## config.mk

```make
export PLATFORM = sky130hd
export DESIGN_NAME = sblock_cfg_loader_flat
export DESIGN_NICKNAME = d
export VERILOG_FILES = /design/src/rtl/sblock_cfg_if.sv /design/src/rtl/sblock_cfg_loader.sv /design/src/flat_wrapper.sv
export SDC_FILE = /design/constraint.sdc
export NUM_CORES = 1
export LEC_CHECK = 0
export ABC_AREA = 1
export CAP_MARGIN = 10
export CORE_ASPECT_RATIO = 1.1
export CORE_UTILIZATION = 30
export CTS_BUF_LIST = sky130_fd_sc_hd__clkbuf_8
export CTS_CLUSTER_DIAMETER = 100
export DETAILED_ROUTE_END_ITERATION = 10
export MAX_ROUTING_LAYER = met4
export PLACE_DENSITY_LB_ADDON = 0.08
export REMOVE_ABC_BUFFERS = 1
export SYNTH_ARGS = -nofsm -noshare
export SYNTH_HDL_FRONTEND = slang
export SYNTH_SLANG_ARGS = --single-unit
```

## constraint.sdc

```tcl
create_clock -name clk -period 2.1 [get_ports clk]
set_input_delay 0.21 -clock clk [delete_from_list [all_inputs] [get_ports clk]]
set_output_delay 0.21 -clock clk [all_outputs]
set_load 0.02 [all_outputs]
```

## src/rtl/sblock_cfg_if.sv

```systemverilog
// Handshake/bus bundle between the bitstream source (master) and the
// Sblock configuration loader (slave).
interface sblock_cfg_if #(
  parameter int N_BLOCKS = 4,
  parameter int FRAME_W  = 18
);
  logic                start;
  logic                abort;
  logic                cfg_bit;
  logic                cfg_valid;
  logic                cfg_ready;
  logic [N_BLOCKS-1:0] wr_en;
  logic [FRAME_W-1:0]  bits;
  logic                busy;
  logic                done;
  logic                err;

  modport master (
    output start, abort, cfg_bit, cfg_valid,
    input  cfg_ready, wr_en, bits, busy, done, err
  );

  modport slave (
    input  start, abort, cfg_bit, cfg_valid,
    output cfg_ready, wr_en, bits, busy, done, err
  );
endinterface

```

## src/rtl/sblock_cfg_loader.sv

```systemverilog
// Bit-serial configuration loader: deserialises parity-protected frames and
// issues one-hot write strobes with a shared config word to the Sblock array.
module sblock_cfg_loader #(
  parameter int N_BLOCKS = 4,
  parameter int FRAME_W  = 18
) (
  input  logic        clk,
  input  logic        rst,
  sblock_cfg_if.slave bus
);
  localparam int IDX_W = $clog2(N_BLOCKS) + 1;
  localparam int CNT_W = $clog2(FRAME_W + 1);

  typedef enum logic [2:0] {IDLE, SHIFT, PAR, WRITE, DONE} state_t;

  state_t              state_reg;
  logic [IDX_W-1:0]    idx_reg;
  logic [CNT_W-1:0]    cnt_reg;
  logic [FRAME_W-1:0]  shreg_reg;
  logic                par_reg;
  logic                cfg_ready_reg;
  logic [N_BLOCKS-1:0] wr_en_reg;
  logic [FRAME_W-1:0]  bits_reg;
  logic                busy_reg;
  logic                done_reg;
  logic                err_reg;

  logic                beat;
  logic                last_blk;
  logic                par_ok;
  logic [N_BLOCKS-1:0] idx_onehot;

  assign beat     = bus.cfg_valid & cfg_ready_reg;
  assign last_blk = (idx_reg == IDX_W'(N_BLOCKS - 1));
  // Running XOR of the data bits plus the parity bit itself must be zero.
  assign par_ok   = ~(par_reg ^ bus.cfg_bit);

  genvar gi;
  generate
    for (gi = 0; gi < N_BLOCKS; gi++) begin : g_dec
      assign idx_onehot[gi] = (idx_reg == IDX_W'(gi));
    end
  endgenerate

  always_ff @(posedge clk or posedge rst) begin
    if (rst) begin
      state_reg     <= IDLE;
      idx_reg       <= '0;
      cnt_reg       <= '0;
      shreg_reg     <= '0;
      par_reg       <= 1'b0;
      cfg_ready_reg <= 1'b0;
      wr_en_reg     <= '0;
      bits_reg      <= '0;
      busy_reg      <= 1'b0;
      done_reg      <= 1'b0;
      err_reg       <= 1'b0;
    end else if (state_reg != IDLE && bus.abort) begin
      // err is deliberately left untouched so the host can see earlier bad frames.
      state_reg     <= IDLE;
      cfg_ready_reg <= 1'b0;
      wr_en_reg     <= '0;
      busy_reg      <= 1'b0;
      done_reg      <= 1'b0;
    end else begin
      case (state_reg)
        IDLE: begin
          if (bus.start) begin
            state_reg     <= SHIFT;
            idx_reg       <= '0;
            cnt_reg       <= '0;
            par_reg       <= 1'b0;
            err_reg       <= 1'b0;
            busy_reg      <= 1'b1;
            cfg_ready_reg <= 1'b1;
          end
        end
        SHIFT: begin
          if (beat) begin
            shreg_reg <= {shreg_reg[FRAME_W-2:0], bus.cfg_bit};
            par_reg   <= par_reg ^ bus.cfg_bit;
            cnt_reg   <= cnt_reg + CNT_W'(1);
            if (cnt_reg == CNT_W'(FRAME_W - 1)) begin
              state_reg <= PAR;
            end
          end
        end
        PAR: begin
          if (beat) begin
            if (par_ok) begin
              state_reg     <= WRITE;
              cfg_ready_reg <= 1'b0;
              bits_reg      <= shreg_reg;
              wr_en_reg     <= idx_onehot;
            end else begin
              err_reg <= 1'b1;
              if (last_blk) begin
                state_reg     <= DONE;
                cfg_ready_reg <= 1'b0;
                done_reg      <= 1'b1;
              end else begin
                state_reg <= SHIFT;
                idx_reg   <= idx_reg + IDX_W'(1);
                cnt_reg   <= '0;
                par_reg   <= 1'b0;
              end
            end
          end
        end
        WRITE: begin
          wr_en_reg <= '0;
          if (last_blk) begin
            state_reg <= DONE;
            done_reg  <= 1'b1;
          end else begin
            state_reg     <= SHIFT;
            idx_reg       <= idx_reg + IDX_W'(1);
            cnt_reg       <= '0;
            par_reg       <= 1'b0;
            cfg_ready_reg <= 1'b1;
          end
        end
        DONE: begin
          state_reg <= IDLE;
          done_reg  <= 1'b0;
          busy_reg  <= 1'b0;
        end
        default: state_reg <= IDLE;
      endcase
    end
  end

  assign bus.cfg_ready = cfg_ready_reg;
  assign bus.wr_en     = wr_en_reg;
  assign bus.bits      = bits_reg;
  assign bus.busy      = busy_reg;
  assign bus.done      = done_reg;
  assign bus.err       = err_reg;
endmodule
```

## src/flat_wrapper.sv

```systemverilog
// flat-port wrapper written by rule: the top's interface ports become plain ports
module sblock_cfg_loader_flat 
#(
  parameter int N_BLOCKS = 4,
  parameter int FRAME_W  = 18
)
  (clk, rst, bus_start, bus_abort, bus_cfg_bit, bus_cfg_valid, bus_cfg_ready, bus_wr_en, bus_bits, bus_busy, bus_done, bus_err);
  sblock_cfg_if #(.N_BLOCKS(N_BLOCKS), .FRAME_W(FRAME_W)) bus_i ();
  input  logic clk;
  input  logic rst;
  input wire logic [$bits(bus_i.start)-1:0] bus_start;
  input wire logic [$bits(bus_i.abort)-1:0] bus_abort;
  input wire logic [$bits(bus_i.cfg_bit)-1:0] bus_cfg_bit;
  input wire logic [$bits(bus_i.cfg_valid)-1:0] bus_cfg_valid;
  output wire logic [$bits(bus_i.cfg_ready)-1:0] bus_cfg_ready;
  output wire logic [$bits(bus_i.wr_en)-1:0] bus_wr_en;
  output wire logic [$bits(bus_i.bits)-1:0] bus_bits;
  output wire logic [$bits(bus_i.busy)-1:0] bus_busy;
  output wire logic [$bits(bus_i.done)-1:0] bus_done;
  output wire logic [$bits(bus_i.err)-1:0] bus_err;
  assign bus_i.start = bus_start;
  assign bus_i.abort = bus_abort;
  assign bus_i.cfg_bit = bus_cfg_bit;
  assign bus_i.cfg_valid = bus_cfg_valid;
  assign bus_cfg_ready = bus_i.cfg_ready;
  assign bus_wr_en = bus_i.wr_en;
  assign bus_bits = bus_i.bits;
  assign bus_busy = bus_i.busy;
  assign bus_done = bus_i.done;
  assign bus_err = bus_i.err;
  sblock_cfg_loader #(.N_BLOCKS(N_BLOCKS), .FRAME_W(FRAME_W)) u_core (.clk(clk), .rst(rst), .bus(bus_i));
endmodule
```

* After elaboration in Yosys (flattened, before gate mapping)
Cells that the tools add are included.
Operators by class: add/subtract/negate cells 2, eq/ne operators 20, muxes and demuxes 46, bitwise operators 4, reduce and logical (&&, ||, !) cells 21
Operators with widths (number):
- 3-bit two-way mux | 11
- 5-bit two-way mux | 5
- 5-bit one-hot mux with 4 select lines | 1
- 1-bit two-way mux | 18
- 5-bit AND reduction | 3
- 3-bit by 2-bit equality test with 1-bit output (second input constant) | 4
- 4-bit two-way mux | 3
- 3-bit by 1-bit inequality test with 1-bit output (second input constant) | 4
- 3-bit one-hot mux with 4 select lines | 1
- 3-bit nonzero test | 4
- 4-bit nonzero test | 3
- 3-bit one-hot mux with 3 select lines | 1
- 3-bit AND reduction | 3
- 4-bit one-hot mux with 2 select lines | 1
- 4-bit AND reduction | 2
- 3-bit by 1-bit equality test with 1-bit output (second input constant) | 2
- 3-bit logical NOT | 2
- 2-bit by 1-bit inequality test with 1-bit output (second input constant) | 3
- 3-bit by 2-bit inequality test with 1-bit output (second input constant) | 2
- 1-bit one-hot mux with 3 select lines | 2
- 6-bit AND reduction | 1
- 5-bit by 1-bit adder with 5-bit output (second input constant) | 1
- 5-bit equality test (second input constant) | 1
- 4-bit by 2-bit inequality test with 1-bit output (second input constant) | 1
- 12 further kinds | 14
Storage, ports and cells: bits in registers 56, output and inout bits 26, word-level logic and storage cells 104

* Depth between registers and ports, before layout
Gate-level depths: netlist of the first run.
depth in word-level cells 6, mapped depth 10, mapped depth without buffers 9

* Least setup slack after synthesis of the first run
OpenSTA, ideal clock, no wires.
path type reg2reg, from register u_core.idx_reg[0], to register u_core.cnt_reg[0], arrival 1.357 ns, required time 1.983 ns, setup slack 0.627 ns, stages on the path, launching flop included 9, path buffers 0, clock period less this slack 1.473 ns, cell sequence dfrtp_1 -> ha_1 -> ha_1 -> nand2_1 -> o21ai_0 -> nor2_2 -> nand2_1 -> nand2_1 -> nand2_1
Between the ends: longest elaborated chain between the ends 5
Ends and longest elaborated chain:
- start: declaration | RTL line sblock_cfg_loader.sv:17 | logic [IDX_W-1:0] idx_reg;
- start signal: assignment | RTL line sblock_cfg_loader.sv:103 | idx_reg <= idx_reg + IDX_W'(1);
- start signal: assignment | RTL line sblock_cfg_loader.sv:117 | idx_reg <= idx_reg + IDX_W'(1);
- 3-bit by 2-bit equality test with 1-bit output * | RTL line sblock_cfg_loader.sv:34 | assign last_blk = (idx_reg == IDX_W'(N_BLOCKS - 1));
- 5-bit two-way mux *
- 5-bit two-way mux (2 in series)
- 5-bit one-hot mux with 4 select lines *
- end signal: assignment | RTL line sblock_cfg_loader.sv:82 | cnt_reg <= cnt_reg + CNT_W'(1);
- end: declaration | RTL line sblock_cfg_loader.sv:18 | logic [CNT_W-1:0] cnt_reg;
Mark *: on every way between the ends. The rest lies on a longest branch, timed or not. The select of a mux whose other input is x is not followed. A chain may end at the register's enable or synchronous reset.

* Worst setup path in the final report of the first run
from register u_core.state_reg[0], to register u_core.idx_reg[0]
Between the ends: longest elaborated chain between the ends 4, elaborated cells on any way between the ends 12, classes of those cells eq/ne: 5; mux: 1; bitwise: 1; reduce/logical: 5
Ends and longest elaborated chain:
- start: declaration | RTL line sblock_cfg_loader.sv:16 | state_t state_reg;
- start signal: assignment | RTL line sblock_cfg_loader.sv:47 | state_reg <= IDLE;
- start signal: assignment | RTL line sblock_cfg_loader.sv:60 | state_reg <= IDLE;
- start signal: assignment | RTL line sblock_cfg_loader.sv:69 | state_reg <= SHIFT;
- parallel branches: the longest is 4 deep, another holds 5-bit AND reduction
Parallel ways; which one is timed is not known.

==> results of run 1 <==
[placed cells by master (no fill, tap or decap)]
| cell type | synthesis | routed |
|---|---|---|
| nand2_1 | 99 | 99 |
| dfrtp_1 | 56 | 56 |
| inv_1 | 37 | 37 |
| o21ai_0 | 31 | 31 |
| clkdlybuf4s50_1 | 0 | 31 |
| o21ai_1 | 22 | 22 |
| nand3_1 | 18 | 18 |
| nor2_1 | 14 | 14 |
| ha_1 | 8 | 8 |
| nand2_2 | 6 | 6 |
| clkbuf_8 | 0 | 5 |
| buf_4 | 1 | 5 |
| inv_2 | 3 | 4 |
| nor2_2 | 4 | 4 |
| nor2_4 | 2 | 2 |
| nand3_4 | 2 | 2 |
| nand4_1 | 2 | 2 |
| xor2_1 | 1 | 1 |
| or2_2 | 1 | 1 |
| nor3b_1 | 1 | 1 |
| a21oi_1 | 1 | 1 |
| o211ai_1 | 1 | 1 |
| o22ai_1 | 1 | 1 |
| nand3b_1 | 1 | 1 |
| clkinv_4 | 0 | 1 |
| clkinvlp_4 | 0 | 1 |
| buf_12 | 0 | 1 |
[power breakdown]
group | switching (mW) | internal, mW
sequential | 0.161 | 1.26
clock | 0.362 | 0.234
combinational | 0.766 | 0.441
[cells by family after synthesis]
group / Yosys count / synth area share [%]
buf+inv: 47 / 7.47
simple gates: 150 / 25.1
xor+xnor: 1 / 0.329
flops: 56 / 52.7
compound gates: 56 / 10.7
fa+ha+maj: 8 / 3.76
[layout make-up]
type | count | share of cell area, %
repair buffers | 37 | 11.5
inverters | 40 | 4.68
well taps | 111 | 4.33
clock inverters | 3 | 0.624
flip-flops and latches | 56 | 43.7
clock buffers | 5 | 2.15
multi-input cells | 215 | 33.1
[worst max-delay path, cell delays in order, from the launching register on]
cell,delay [ns]
dfrtp_1,0.47
nor2_1,0.22
nand2_2,0.12
nand2_2,0.18
inv_2,0.06
nor2_2,0.22
buf_4,0.19
nand2_2,0.06
nand2_1,0.06
nand2_1,0.05
[metal layers]
metal	share of wire (%)	vias to the layer above	wire, um
met3	2.7	8	149
met2	47	30	2560
met1	49	940	2650
met4	1.9	0	103
met5	0	-	0
li1	-	1081	-
[synth_stat cells, drive strengths merged (2+ instances only)]
library cell	instances
dfrtp	56
nand3	20
o21ai	53
inv	40
buf	6
nand4	2
nand2	105
nor2	20
ha	8
[path summary, 6_finish.rpt]
| kind | start | cells after the start | slack, ns | to |
|---|---|---|---|---|
| worst min register to register | u_core.bus.wr_en[2] | 2 | 0.49 | u_core.bus.wr_en[2] |
| worst max-delay path | u_core.state_reg[0] | 9 | 0.38 | u_core.idx_reg[0] |
| max in group asynchronous | rst | 3 | 1.29 | u_core.shreg_reg[1] |
| worst max register to register | u_core.state_reg[0] | 9 | 0.38 | u_core.idx_reg[0] |
| worst min-delay path | rst | 2 | 0.25 | u_core.idx_reg[1] |
| min in group clk | u_core.bus.wr_en[2] | 2 | 0.49 | u_core.bus.wr_en[2] |
==> impl_results.md, run 1 <==
* Post-layout instance area at 3210 sq um
* CP arrival at 1.92 ns
* Yosys warning count at 0
* Die height at 101 um
* Top cell type's share of synthesized area at 52.7%
* Core Box Area at 8500 sq um
* Dominant cell type by area after synthesis: dfrtp_1
* Initial core utilization at 31.3%
* Gr usage total at 13.9%
* GR Util met3 at 2.56%
* Fraction of registers with async set/reset at 100%
* Hold WS at 0.253 ns
* H-Tree Level Count at 2
* CTS root buf: clkbuf_8
* Postcts setup bufs at 0
* Detail Route Antenna Nets at 0
* Pin count of the biggest net entering global routing at 37
* Multi-input gate area at 1060 sq um
* Vias in the first global route at 2026
* CTS buffer count at 5
* Post-DP Area at 3120 sq um
* DIE WIDTH at 91.8 um
* RSZ-0062 raised after global routing: false
* Final Hold Fails at 0
* Area Growth Syn to Fin at 20.5%
* Diode count at 0
* First-pass GRT wire length at 9750 um
* PortBufs at 31
* # DRC at 0
* GP Congestion at 0.865
* Final setup TNS at 0 ns
* HP Class: in -> async
* P per Cell Area at 1000 nW/um^2
* Vias per cell at 4.41
* Worst slew pin tran at 0.517 ns
* Met1 Use GR at 17.7%
* Nets at 369
* CTS tree: done
* CP Max Fanout at 9
* Sequential Area at 1400 sq um
* Finished Layout Cells at 467
* Peak supply drop at 0.000357 V
* Post-CTS sizing at 0
* Pwr Total at 3.22 mW
* Initial antenna violation count at 0
* Post-synth EDFFs at 0
* Skew final at 0.00443 ns
* Remaining Overflow, GRT at 0
* GR peak layer: met2
* Syn Area/Cell at 8.37 sq um
* Share of layout cells above drive strength 1 at 8.99%
* #FFs+latches synth at 56
* Site Rows at 35
* Maximum buffer depth of the clock tree at 2
* Syn Std Cell Area at 2660 sq um
* Drt first pass iters at 4
* Setup crit end kind: register
* Num ports at 32
* Crit start category: register
* Placed Cells at 459
* Mapped Cells at 318
* Dpl ws at 0.276 ns
* Sequential area share after synthesis at 52.7%
* WP data required at 2.31 ns
* Main synth FF type: dfrtp_1
* Clk_lat worst skew at 0.31 ns
* Synth unique cells at 25
* Layout filler cell count at 933
* Area of the die at 9250 sq um
* Top cells by area, synth: dfrtp_1, nand2_1, o21ai_0
* Max-Cap Viols at 0
* Vias post-DR at 2059
* Final setup vio count at 0
* Slew Limit Fails at 0
* Wirelength per Cell at 11.7 um
* Final Cycle Share at 81.7%
* DRT iter0 DRCs at 98
* Total Routed Length at 5470 um
* Fmax at 583 MHz
* Clk slew on worst S/H paths at 0.10 ns
* Status: complete, no violations
* Max_slew headroom at 65.5%
* Min Clock Period, post-route at 1.72 ns
* Detailed Place HPWL at 3900 um
* Cts hold-fix bufs at 0
* Leakage at 1.47 nW
* Met2 Use GR at 22.4%
* Slack of the critical path at 0.385 ns
* Post-layout util at 37.8%
* WS Path Type: reg -> reg
* # clock sinks at 56
No activity file was read; power rests on OpenSTA's default activity.
==> run 2, diff against run 1 <==
==> constraint.sdc (replaced) <==
create_clock -name clk -period 1.41 [get_ports clk]
set_input_delay 0.141 -clock clk [delete_from_list [all_inputs] [get_ports clk]]
set_output_delay 0.141 -clock clk [all_outputs]
set_load 0.02 [all_outputs]
==> impl_results.md, run 2 (synthesis gave the netlist of run 1 again) <==
* Max-Cap Viols at 0
* Post-layout instance area at 3590 sq um
* Met2 Use GR at 22.9%
* Pin count of the biggest net entering global routing at 57
* Diode count at 0
* P per Cell Area at 1510 nW/um^2
* Status: complete, but fails checks
* Total Routed Length at 5670 um
* Setup crit end kind: register
* Core Box Area at 8500 sq um
* PortBufs at 31
* Crit start category: register
* Post-layout util at 42.3%
* Fmax at 688 MHz
* WS Path Type: reg -> reg
* Vias in the first global route at 2163
* CP arrival at 1.66 ns
* Crit-path cells: buf_6, inv_6, nor2_4, nand2_2, nor2_4, nand3_4, buf_12, nand2_1, o21ai_1
* # clock sinks at 56
* Vias post-DR at 2177
* CTS root buf: clkbuf_8
* Layout filler cell count at 885
* Final Hold Fails at 0
* Clk_lat worst skew at 0.31 ns
* GR Util met3 at 2.49%
* Failing checks: negative setup slack
* Sequential Area at 1400 sq um
* Area of the die at 9250 sq um
* DIE WIDTH at 91.8 um
* Site Rows at 35
* Final Cycle Share at 103%
* Final setup vio count at 18
* # DRC at 0
* Worst path max stage delay at 0.40 ns
* Skew final at 0.00953 ns
* Leakage at 1.78 nW
* CTS tree: done
* Critical path's most frequent cell: nor2_4
* Clk slew on worst S/H paths at 0.11 ns
* DRT iter0 DRCs at 81
* Most common cell after layout, fill and taps aside: nand2_1
* Detail Route Antenna Nets at 0
* Detailed Place HPWL at 4060 um
* First-pass GRT wire length at 10100 um
* Area Growth Syn to Fin at 34.9%
* H-Tree Level Count at 2
* GR peak layer: met2
* Wirelength per Cell at 11.3 um
* GP Congestion at 0.849
* Slack of the critical path at -0.0443 ns
* WP data required at 1.61 ns
* HP Class: in -> async
* Multi-input gate area at 1160 sq um
* Peak supply drop at 0.000643 V
* Most frequent cells in the layout: nand2_1, dfrtp_1, inv_1
* Delay-heaviest family, CP: simple AND/OR/NAND/NOR gates
* Share of layout cells above drive strength 1 at 23.3%
* Min Clock Period, post-route at 1.45 ns
* Nets at 403
* Initial core utilization at 31.3%
* Num ports at 32
* Gr usage total at 14.1%
* Dpl ws at -0.274 ns
* Slew Limit Fails at 0
* Initial antenna violation count at 0
* Drt first pass iters at 4
* CTS buffer count at 5
* Vias per cell at 4.35
* Max_slew headroom at 79.5%
* Buffers plus inverters on the worst setup path at 3
* Critical Path Slowest Stage Cell: dfrtp_1
* Worst slew pin tran at 0.308 ns
* Remaining Overflow, GRT at 0
* Met1 Use GR at 18.0%
* Maximum buffer depth of the clock tree at 2
* Post-DP Area at 3370 sq um
* RSZ-0062 raised after global routing: true
* CP Max Fanout at 18
* Die height at 101 um
[run 2: cell types whose count changed in the layout (fill, tap and decap cells not counted), moves of 4 or more]
cell,before,now
nor2_1,14,9
o21ai_0,31,20
buf_6,0,4
nand2_1,99,88
o21ai_1,22,29
buf_4,5,32
dlygate4sd2_1,0,26
o21ai_2,0,4
nand2_2,6,15
clkdlybuf4s50_1,31,5
[run 2: timing repair]
| action | in CTS | in global routing |
|---|---|---|
| endpoints found under the setup margin | 61 | 54 |
| pin swaps | 6 | 12 |
| gates resized for setup | 44 | 29 |
| hold buffers | 0 | 0 |
| setup buffers | 2 | 4 |
[run 2: power by group]
group / switching, mW / leakage, nW / total, mW / internal (mW)
combinational: 1.39 / 0.972 / 2.44 / 1.05
sequential: 0.185 / 0.767 / 2.06 / 1.87
clock: 0.565 / 0.0445 / 0.920 / 0.355
[run 2: final timing paths]
kind | startpoint | endpoint | slack [ns] | depth (start not counted)
worst max-delay path | u_core.state_reg[1] | u_core.bus.bits[5] | -0.04 | 9
max in group asynchronous | rst | u_core.shreg_reg[7] | 0.96 | 3
worst max register to register | u_core.state_reg[1] | u_core.bus.bits[5] | -0.04 | 9
worst min-delay path | rst | u_core.bus.bits[11] | 0.18 | 3
worst min register to register | u_core.bus.bits[17] | u_core.bus.bits[17] | 0.49 | 2
min in group clk | bus_start | u_core.bus.busy | 0.48 | 3
[run 2: layout make-up]
class	instances	area share [%]
clock inverter	3	0.593
clock buffer	5	1.92
sequential	56	39.0
inverter	40	4.32
multi-input combinational	215	32.3
timing repair buffer	71	17.9
tap	111	3.87
[run 2: metal layers]
layer / wire length [um] / vias to the layer above
li1: - / 1146
met1: 2730 / 992
met2: 2720 / 31
met3: 156 / 8
met4: 63 / 0
met5: 0 / -
[run 2: worst register-to-register path, stage by stage, from the launching register on]
cell and delay (ns):
dfrtp_1 0.40, buf_6 0.14, inv_6 0.04, nor2_4 0.10
nand2_2 0.08, nor2_4 0.17, nand3_4 0.13, buf_12 0.17
nand2_1 0.06, o21ai_1 0.05
[run 2: through the flow]
step / total power [mW] / setup TNS, ns / std cells / hold slack (ns)
after global routing: 5.88 / -5.01 / 501 / 0.219
after floorplan: 3.32 / -6.67 / 311 / 0.280
after CTS: 5.32 / -0.348 / 497 / 0.196
after detailed placement: 4.37 / -7.67 / 487 / 0.473
after global placement: 4.36 / -7.07 / 487 / 0.466
final: 5.42 / -0.602 / 501 / 0.180
==> run 3, diff against run 2 <==
--- a/config.mk
+++ b/config.mk
@@ -12,9 +12,11 @@
 export CTS_BUF_LIST = sky130_fd_sc_hd__clkbuf_8
 export CTS_CLUSTER_DIAMETER = 100
 export DETAILED_ROUTE_END_ITERATION = 10
+export GPL_TIMING_DRIVEN = 0
 export MAX_ROUTING_LAYER = met4
 export PLACE_DENSITY_LB_ADDON = 0.08
 export REMOVE_ABC_BUFFERS = 1
+export SLEW_MARGIN = 40
 export SYNTH_ARGS = -nofsm -noshare
 export SYNTH_HDL_FRONTEND = slang
 export SYNTH_SLANG_ARGS = --single-unit
==> impl_results.md, run 3 (synthesis gave the netlist of run 1 again) <==
* Critical Path Slowest Stage Cell: dfrtp_2
* Skew final at 0.0115 ns
* Detailed Place HPWL at 3790 um
* CP arrival at 1.68 ns
* Maximum buffer depth of the clock tree at 2
* Wirelength per Cell at 13.6 um
* Final Cycle Share at 104%
* DIE WIDTH at 91.8 um
* CP Max Fanout at 5
* WP data required at 1.62 ns
* Diode count at 0
* Share of layout cells above drive strength 1 at 36.1%
* Clk_lat worst skew at 0.32 ns
* Worst path max stage delay at 0.46 ns
* # clock sinks at 56
* HP Class: in -> async
* Remaining Overflow, GRT at 0
* # DRC at 0
* Status: complete, but fails checks
* Leakage at 1.90 nW
* Final setup vio count at 25
* Cts hold-fix bufs at 0
* Most common cell after layout, fill and taps aside: nand2_1
* Vias post-DR at 2399
* Delay-heaviest family, CP: simple AND/OR/NAND/NOR gates
* Nets at 412
* Initial core utilization at 31.3%
* GP Congestion at 0.878
* First-pass GRT wire length at 11200 um
* CTS buffer count at 5
* Crit start category: register
* RSZ-0062 raised after global routing: true
* PortBufs at 31
* Fmax at 679 MHz
* Area Growth Syn to Fin at 51.9%
* Post-layout instance area at 4040 sq um
* Core Box Area at 8500 sq um
* Most frequent cells in the layout: nand2_1, dfrtp_1, inv_1
* CTS root buf: clkbuf_8
* Die height at 101 um
* Area of the die at 9250 sq um
* Min Clock Period, post-route at 1.47 ns
* Num ports at 32
* Worst slew pin tran at 0.459 ns
* Buffers plus inverters on the worst setup path at 3
* P per Cell Area at 1540 nW/um^2
* Hold WS at 0.108 ns
* Vias in the first global route at 2258
* Clk slew on worst S/H paths at 0.11 ns
* Drt first pass iters at 4
* WS Path Type: reg -> reg
* Max-Cap Viols at 0
* Vias per cell at 4.70
* Crit-path cells: clkinv_4, nand2_8, inv_2, nand2_4, nand2_2, nor2_4, buf_12, nand2_4, nand2_1, nand2_1
* CTS tree: done
* Final Hold Fails at 0
* Total Routed Length at 6920 um
* Max_slew headroom at 69.3%
* Slack of the critical path at -0.0634 ns
* DRT iter0 DRCs at 126
* Failing checks: negative setup slack
* Setup crit end kind: register
* Gr usage total at 16.0%
* H-Tree Level Count at 2
* Initial antenna violation count at 0
* Detail Route Antenna Nets at 0
* Dpl ws at -0.701 ns
* Peak supply drop at 0.000805 V
* Slew Limit Fails at 0
* Site Rows at 35
* Pin count of the biggest net entering global routing at 37
* Post-DP Area at 3080 sq um
[run 3: cell count changes in the layout (fill, tap and decap cells not counted), moves of 8 or more]
cell     previous run  this run
nand2_1            88        60
nand2_2            15        28
o21ai_0            20         8
o21ai_2             4        16
nand2_4             2        13
nand2_8             0         8
[run 3: worst reg2reg max path, cell delays in order (launching register included)]
cell,delay [ns]
dfrtp_2,0.46
clkinv_4,0.14
nand2_8,0.12
inv_2,0.05
nand2_4,0.08
nand2_2,0.07
nor2_4,0.16
buf_12,0.14
nand2_4,0.05
nand2_1,0.07
nand2_1,0.05
[run 3: metrics by stage]
stage / TNS, ns / utilization, % / std cells / power (mW)
after floorplan: -6.67 / - / 311 / 3.32
after global placement: -92.80 / 36.0 / 453 / 3.91
after detailed placement: -20.36 / 36.3 / 454 / 3.93
after CTS: -0.657 / 42.5 / 494 / 5.69
after global routing: -3.88 / 47.6 / 510 / 6.64
final: -0.471 / 47.6 / 510 / 6.21
[run 3: cell type report]
class / instances / area [sq um]
inverters: 40 / 166
clock inverters: 3 / 21.3
multi-input cells: 223 / 1530
fillers: 868 / 4450
well taps: 111 / 139
clock buffers: 5 / 68.8
repair buffers: 72 / 711
flip-flops and latches: 56 / 1410
[run 3: repair_timing]
item / CTS / global route
cloned: 4 / 5
buffers inserted: 28 / 11
gates resized for setup: 65 / 99
pin swaps: 18 / 12
setup endpoints to repair: 79 / 54
[run 3: layer usage]
layer  routed length [um]  vias to the layer above  part of all wire, %  track usage [%]
met4                  136                        0                  2.0             5.05
met1                 3010                     1143                   43             19.8
met2                 3550                       48                   51             27.0
met5                    0                        -                    0                -
li1                     -                     1190                    -                -
met3                  220                       18                  3.2             2.64
[run 3: path summary, 6_finish.rpt]
| path | from | end | slack [ns] | depth (start not counted) |
|---|---|---|---|---|
| max in group asynchronous | rst | u_core.shreg_reg[11] | 0.81 | 3 |
| hold reg to reg | u_core.bus.bits[15] | u_core.bus.bits[15] | 0.49 | 2 |
| hold / removal | rst | u_core.bus.bits[11] | 0.11 | 2 |
| setup reg to reg | u_core.state_reg[2] | u_core.idx_reg[0] | -0.06 | 10 |
| min in group clk | bus_cfg_bit | u_core.shreg_reg[0] | 0.45 | 3 |
| setup / recovery | u_core.state_reg[2] | u_core.idx_reg[0] | -0.06 | 10 |
[run 3: where the power goes]
part / leakage (nW) / switching [mW] / internal [mW]
registers: 0.763 / 0.236 / 1.88
clock network: 0.0445 / 0.567 / 0.355
logic: 1.09 / 1.84 / 1.34
